$ cat config.mk
export PLATFORM = sky130hd
export DESIGN_NAME = vga_scanout_flat
export DESIGN_NICKNAME = d
export VERILOG_FILES = /design/src/rtl/vga_scanout_if.sv /design/src/rtl/vga_scanout.sv /design/src/flat_wrapper.sv
export SDC_FILE = /design/constraint.sdc
export NUM_CORES = 1
export LEC_CHECK = 0
export CORE_ASPECT_RATIO = 0.9
export CORE_MARGIN = 5
export CORE_UTILIZATION = 55
export DETAILED_ROUTE_END_ITERATION = 10
export GPL_TIMING_DRIVEN = 0
export PLACE_DENSITY = 0.89
export RECOVER_POWER = 50
export SETUP_SLACK_MARGIN = 0.15
export SLEW_MARGIN = 5
export SYNTH_ARGS = -nofsm -noshare
export SYNTH_HDL_FRONTEND = slang
export SYNTH_SLANG_ARGS = --single-unit
$ cat constraint.sdc
create_clock -name dot_clk -period 3.7 [get_ports dot_clk]
set_input_delay 0.74 -clock dot_clk [delete_from_list [all_inputs] [get_ports dot_clk]]
set_output_delay 0.74 -clock dot_clk [all_outputs]
set_load 0.05 [all_outputs]
$ cat src/rtl/vga_scanout_if.sv
`default_nettype none
// ============================================================================
// vga_scanout_if : VRAM video-port bundle (byte address out, read data back)
// Rev 1.0
// ============================================================================
interface vga_scanout_if;
    logic [15:0] vram_addr;
    logic [7:0]  vram_data;

    modport master (output vram_addr, input vram_data);
    modport slave  (input vram_addr, output vram_data);
endinterface
`default_nettype wire

$ cat src/rtl/vga_scanout.sv
`default_nettype none
// ============================================================================
// vga_scanout : VGA timing plus 1bpp framebuffer scanout, each pixel doubled 2x2.
// Optional define VGA_VBLANK_IRQ_EN adds vblank_irq / irq_ack.   Rev 1.0
// ============================================================================
module vga_scanout #(
    parameter int          H_ACTIVE = 640,
    parameter int          H_FP     = 16,
    parameter int          H_SYNC   = 96,
    parameter int          H_BP     = 48,
    parameter int          V_ACTIVE = 480,
    parameter int          V_FP     = 10,
    parameter int          V_SYNC   = 2,
    parameter int          V_BP     = 33,
    parameter logic [15:0] FB_BASE  = 16'h0000,
    parameter logic [2:0]  FG_RGB   = 3'b111,
    parameter logic [2:0]  BG_RGB   = 3'b000
) (
    input  logic          dot_clk,
    input  logic          reset,
    vga_scanout_if.master vram,
    output logic          r,
    output logic          g,
    output logic          b,
    output logic          hsync,
    output logic          vsync
`ifdef VGA_VBLANK_IRQ_EN
    ,
    output logic          vblank_irq,
    input  logic          irq_ack
`endif
);

    localparam int H_TOTAL       = H_ACTIVE + H_FP + H_SYNC + H_BP;
    localparam int V_TOTAL       = V_ACTIVE + V_FP + V_SYNC + V_BP;
    localparam int HW            = $clog2(H_TOTAL);
    localparam int VW            = $clog2(V_TOTAL);
    localparam int WORDS_PER_ROW = H_ACTIVE / 16;

    logic [HW-1:0] h;
    logic [VW-1:0] v;
    logic          active;
    logic          hsync_raw;
    logic          vsync_raw;
    logic [15:0]   row_offset;
    logic [15:0]   col_offset;

    always_ff @(posedge dot_clk) begin
        if (reset) begin
            h <= '0;
            v <= '0;
        end else if (32'(h) == H_TOTAL - 1) begin
            h <= '0;
            if (32'(v) == V_TOTAL - 1) v <= '0;
            else                       v <= v + 1'b1;
        end else begin
            h <= h + 1'b1;
        end
    end

    // Comparisons are done at 32 bits so sync edges equal to H_TOTAL/V_TOTAL cannot alias.
    always_comb begin
        active     = (32'(h) < H_ACTIVE) && (32'(v) < V_ACTIVE);
        hsync_raw  = !((32'(h) >= H_ACTIVE + H_FP) && (32'(h) < H_ACTIVE + H_FP + H_SYNC));
        vsync_raw  = !((32'(v) >= V_ACTIVE + V_FP) && (32'(v) < V_ACTIVE + V_FP + V_SYNC));
        row_offset = 16'(32'(v >> 1) * WORDS_PER_ROW);
        col_offset = 16'(h >> 4);
        vram.vram_addr = active ? (FB_BASE + row_offset + col_offset) : FB_BASE;
    end

    logic [3:0] s1_hlo;
    logic       s1_active;
    logic       s1_hsync;
    logic       s1_vsync;
    logic [7:0] fb_byte_q;
    logic [7:0] fb_byte;
    logic       pixel;

    always_ff @(posedge dot_clk) begin
        if (reset) begin
            s1_hlo    <= 4'd0;
            s1_active <= 1'b0;
            s1_hsync  <= 1'b1;
            s1_vsync  <= 1'b1;
            fb_byte_q <= 8'd0;
        end else begin
            s1_hlo    <= h[3:0];
            s1_active <= active;
            s1_hsync  <= hsync_raw;
            s1_vsync  <= vsync_raw;
            fb_byte_q <= fb_byte;
        end
    end

    // The byte for a 16-dot group arrives while stage1 holds the group's first dot.
    always_comb begin
        fb_byte = (s1_hlo == 4'd0) ? vram.vram_data : fb_byte_q;
        pixel   = fb_byte[3'd7 - s1_hlo[3:1]];
    end

    always_ff @(posedge dot_clk) begin
        if (reset) begin
            {r, g, b} <= 3'b000;
            hsync     <= 1'b1;
            vsync     <= 1'b1;
        end else begin
            {r, g, b} <= s1_active ? (pixel ? FG_RGB : BG_RGB) : 3'b000;
            hsync     <= s1_hsync;
            vsync     <= s1_vsync;
        end
    end

`ifdef VGA_VBLANK_IRQ_EN
    always_ff @(posedge dot_clk) begin
        if (reset)                                    vblank_irq <= 1'b0;
        else if ((h == '0) && (32'(v) == V_ACTIVE))   vblank_irq <= 1'b1;
        else if (irq_ack)                             vblank_irq <= 1'b0;
    end
`endif

endmodule
`default_nettype wire

$ cat src/flat_wrapper.sv
// flat-port wrapper written by rule: the top's interface ports become plain ports
module vga_scanout_flat 
#(
    parameter int          H_ACTIVE = 640,
    parameter int          H_FP     = 16,
    parameter int          H_SYNC   = 96,
    parameter int          H_BP     = 48,
    parameter int          V_ACTIVE = 480,
    parameter int          V_FP     = 10,
    parameter int          V_SYNC   = 2,
    parameter int          V_BP     = 33,
    parameter logic [15:0] FB_BASE  = 16'h0000,
    parameter logic [2:0]  FG_RGB   = 3'b111,
    parameter logic [2:0]  BG_RGB   = 3'b000
)
  (dot_clk, reset, r, g, b, hsync, vsync, vram_vram_addr, vram_vram_data);
  vga_scanout_if vram_i ();
  input  logic dot_clk;
  input  logic reset;
  output logic r;
  output logic g;
  output logic b;
  output logic hsync;
  output logic vsync;
  output wire logic [$bits(vram_i.vram_addr)-1:0] vram_vram_addr;
  input wire logic [$bits(vram_i.vram_data)-1:0] vram_vram_data;
  assign vram_vram_addr = vram_i.vram_addr;
  assign vram_i.vram_data = vram_vram_data;
  vga_scanout #(.H_ACTIVE(H_ACTIVE), .H_FP(H_FP), .H_SYNC(H_SYNC), .H_BP(H_BP), .V_ACTIVE(V_ACTIVE), .V_FP(V_FP), .V_SYNC(V_SYNC), .V_BP(V_BP), .FB_BASE(FB_BASE), .FG_RGB(FG_RGB), .BG_RGB(BG_RGB)) u_core (.dot_clk(dot_clk), .reset(reset), .vram(vram_i), .r(r), .g(g), .b(b), .hsync(hsync), .vsync(vsync));
endmodule
==> key figures <==
Run status
  – Result of the run: finished, violations left
  – Violations in the final reports: capacitance limit, slew limit, setup timing

Timing
  – Share of the clock period used by the worst path: 101.5%
  – Min Clock Period, post-route: 3.757 ns
  – Setup violations, final: 1
  – RSZ-0062 raised after global routing: yes
  – Sum of negative setup slack: -0.05730 ns
  – Worst slew slack as a fraction of its limit: -25.65%
  – Worst Setup Slack, final: -0.05730 ns
  – Fin. max-slew vios: 9
  – Final hold vios: 0
  – Skew final: between 0.007 and 0.008 ns
  – Max Clock Freq: 266.1 MHz
  – Transition time at the pin with the least slew margin: between 1.5 and 2 ns

Routing
  – Total via count after detailed routing: 2,079
  – Drc violations: 0
  – Number of iterations in the first detailed-routing pass: 4
  – Wire length reported by the detailed router: about 5800 um
  – Wire length per cell after detailed routing: about 16 um
  – Post-detailed-route count of antenna-violating nets: 0
  – Per-cell via count in the routed design: around 5.7
  – Initial DRC count: approximately 110

Power and ir drop
  – Leakage Power: approximately 1.4 nW
  – Net switching share of the total power: 21.44%
  – Final total power: approximately 0.9 mW
  – Proportion of power drawn by the clock network: 46.1%
  – Flop pwr share: 46.4%
  – Switching power: between 0.15 and 0.2 mW
  – Internal Pwr Total: ~0.72 mW
  – Worst ir drop on vdd: between 300 and 400 uV
  – Areal power density over the cells: between 200 and 300 mW/mm^2
  – Logic gate share of total power: between 7 and 8%

Hold path
  – Start point of the worst min-delay path: u_core.s1_vsync$_SDFF_PP1_
  – Type of the most critical hold path: reg -> reg
  – Destination of the worst hold path: u_core.vsync$_SDFF_PP1_
  – Number of cells on the worst hold path: 1

Worst setup path
  – Crit Reg-Reg Startpoint: u_core.s1_hlo[1]$_SDFF_PP0_
  – Setup crit end kind: output port
  – Endpoint arrival time on the critical path: about 3.0 ns
  – Start-to-end type of the worst setup path: reg -> out
  – Crit-path max FO: 3
  – Capture instance of the worst register-to-register path: u_core.b$_SDFF_PP0_
  – Startpoint type of the worst setup path: register
  – Endpoint required time on the critical path: between 2 and 3 ns
  – Worst Reg-to-Reg Cells: 5
  – Setup slack on the worst flop-to-flop path: 0.59 ns

Synthesis
  – Cell types with the largest area share after synthesis: dfxtp_1 (32%), ha_1 (11%), nor2_1 (6.2%)
  – Net count of the mapped netlist: 300
  – Cell area after technology mapping: 0.002370 mm^2
  – Yosys warning total: 0
  – Cell type contributing the most total cell area after synthesis: dfxtp_1
  – Share of the synthesized area in the top cell type: 32.10%
  – Distinct cells, synth: between 40 and 50
  – Cell count after synthesis: between 200 and 300
  – Synthesis-stage register bit count: 38
  – Syn avg cell area: 8.876 um^2
  – Register area share after synthesis: between 30% and 40%

GRT
  – Via count of the first global-routing pass: between 1,500 and 2,000
  – Overall routing resource usage: 19.31%
  – Number of antenna violations at the first check in global routing: 0
  – First-pass GRT wire length: between 8000 and 9000 um
  – Congestion Overflow GR: 0
  – Maximum number of pins on one net before global-route repair: 14

Finish
  – Final-layout fill cell count: approximately 240
  – Finished Core Util: roughly three quarters
  – Proportion of layout cells with a drive suffix above 1: 23.25%
  – Footprint of the flip-flops and latches: 779.5 um^2
  – Most frequent cells in the layout: nor2_1 (37), dfxtp_1 (29), clkdlybuf4s50_1 (21), ha_1 (17), nand2_1 (13)
  – Number of antenna cells inserted: 0
  – # nets final: between 300 and 400
  – Most frequent standard cell in the layout excluding fill and tap cells: nor2_1
  – Cell area after layout: approximately 0.0032 mm^2
  – Area growth, synth to finish: 33.69%
  – Multi-input logic area: around 0.0017 mm^2

CTS
  – CTS Buffer Depth: 2
  – H-tree lvl count: 2
  – Clock tree root driver cell: clkbuf_8
  – Number of buffers created by CTS: 5
  – Worst-Skew Late Latency: ~0.3 ns
  – Number of clock sinks: 38
  – Clk pin slew, worst setup/hold paths: around 0.080 ns
  – Number of buffers added to fix hold violations after cts: 0
  – TritonCTS clock tree: yes

Floorplanning
  – Die outline area: between 0.005 and 0.006 mm^2
  – Initial standard-cell utilization of the core: 57.39%
  – Number of cell rows: 22
  – Die Span Y: 72.27 um
  – Top-level port count: 31
  – Core region area: between 0.004 and 0.005 mm^2
  – Horizontal die dimension: between 70 and 80 um

Run
  – # Max-Cap Violations: 1

Placement
  – Post-placement worst setup slack: -0.7529 ns
  – Dpl hpwl: approximately 3700 um
  – Placed instance area: roughly 0.0028 mm^2
  – I/O Buffers: 28
  – Routability congestion estimate from global placement: around 0.86
through the flow:
step / instances / hold WS (ns)
6_report: 362 / 0.4122
5_1_grt: 362 / 0.4496
4_1_cts: 356 / 0.4138
3_5_place_dp: 343 / 0.3957
3_3_place_gp: 343 / 0.3945
2_1_floorplan: 267 / 0.3895
kinds of logic after synthesis:
group / count (synthesis) / share of synthesized area (%)
simple gates: 122 / 27.67
flops: 38 / 32.10
compound gates: 27 / 7.445
fa+ha+maj: 23 / 12.78
xor+xnor: 23 / 8.500
buf+inv: 18 / 3.379
mux: 15 / 7.972
other cells: 1 / 0.1582
final cells by class:
| type | instances | area share (%) |
|---|---|---|
| Buffer | 10 | 1.777 |
| Multi-Input combinational cell | 211 | 54.54 |
| Clock buffer | 5 | 2.172 |
| Tap cell | 48 | 1.896 |
| Timing Repair Buffer | 39 | 11.89 |
| Clock inverter | 3 | 2.172 |
| Inverter | 8 | 0.9479 |
| Sequential cell | 38 | 24.61 |
worst max path at each step:
stage	startpoint	end	slack [ns]	depth (start not counted)
6_report	u_core.v[2]$_SDFFE_PP0P_	vram_vram_addr[13]	-0.06	10
5_1_grt	u_core.v[2]$_SDFFE_PP0P_	vram_vram_addr[13]	-0.15	10
4_1_cts	u_core.v[2]$_SDFFE_PP0P_	vram_vram_addr[13]	0.04	9
3_5_place_dp	u_core.v[2]$_SDFFE_PP0P_	vram_vram_addr[13]	-0.75	9
3_3_place_gp	u_core.v[2]$_SDFFE_PP0P_	vram_vram_addr[13]	-0.75	9
2_1_floorplan	u_core.v[2]$_SDFFE_PP0P_	vram_vram_addr[12]	0.11	8
routing by layer:
layer / vias up / global-route usage [%] / wire length [um]
met4: 0 / 5.725 / 85
met1: 999 / 24.81 / 2589
met3: 12 / 4.342 / 220
met2: 45 / 32.62 / 2864
met5: - / 0 / 0
li1: 1023 / - / -
critical path: stages (launching register included):
cell	delay, ns
dfxtp_4	0.36
ha_4	0.24
ha_4	0.16
fa_2	0.39
buf_6	0.14
xor2_4	0.14
and4b_2	0.30
nand3_4	0.09
nor4_4	0.38
mux2i_4	0.31
buf_6	0.18
registers in the layout, summed over array words and instances, names as in the netlist:
name              flops
u_core.s1_hsync       1
u_core.s1_vsync       1
u_core.s1_active      1
u_core.v             10
u_core.h             10
u_core.b              1
u_core.fb_byte_q      8
u_core.hsync          1
u_core.vsync          1
u_core.s1_hlo         4
repair_timing:
action	in CTS	in global routing
endpoints found under the setup margin	8	6
setup buffers	5	6
hold endpoints to repair	0	0
resized for setup	68	18
pin swaps	7	10
power groups by stage:
stage / Sequential [mW] / Combinational [mW] / Clock, mW
final: 0.428 / 0.0695 / 0.425
after floorplan: 0.440 / 0.0486 / 0
after CTS: 0.429 / 0.0704 / 0.430
after global routing: 0.429 / 0.0753 / 0.454
after detailed placement: 0.440 / 0.0700 / 0
after global placement: 0.440 / 0.0684 / 0
cell usage after synthesis:
library cell and n:
nor2_1 39, dfxtp_1 38, ha_1 21, nand2_1 13
xor2_1 12, mux2i_1 11, xnor2_1 11, nand3_1 9
and3_1 8, inv_1 8, a21oi_1 7, and2_1 7
nand4_1 7, a21o_1 6, clkbuf_1 6, nor3_1 6
o21ai_0 6, nand2b_1 5, nor2b_1 5, nor4_1 5
or3_1 4, buf_4 3, nor3b_1 3, or2_2 3
and4_1 2, and4b_1 2, fa_1 2, mux4_1 2
o21bai_1 2, a211oi_1 1, a221o_1 1, a221oi_1 1
a22oi_1 1, a311oi_1 1, buf_2 1, conb_1 1
mux2_2 1, mux2_4 1, nor3b_2 1, nor4_4 1
nor4b_1 1, o221ai_1 1, or4_1 1
Note: power is estimated with default switching activity, not from simulation.
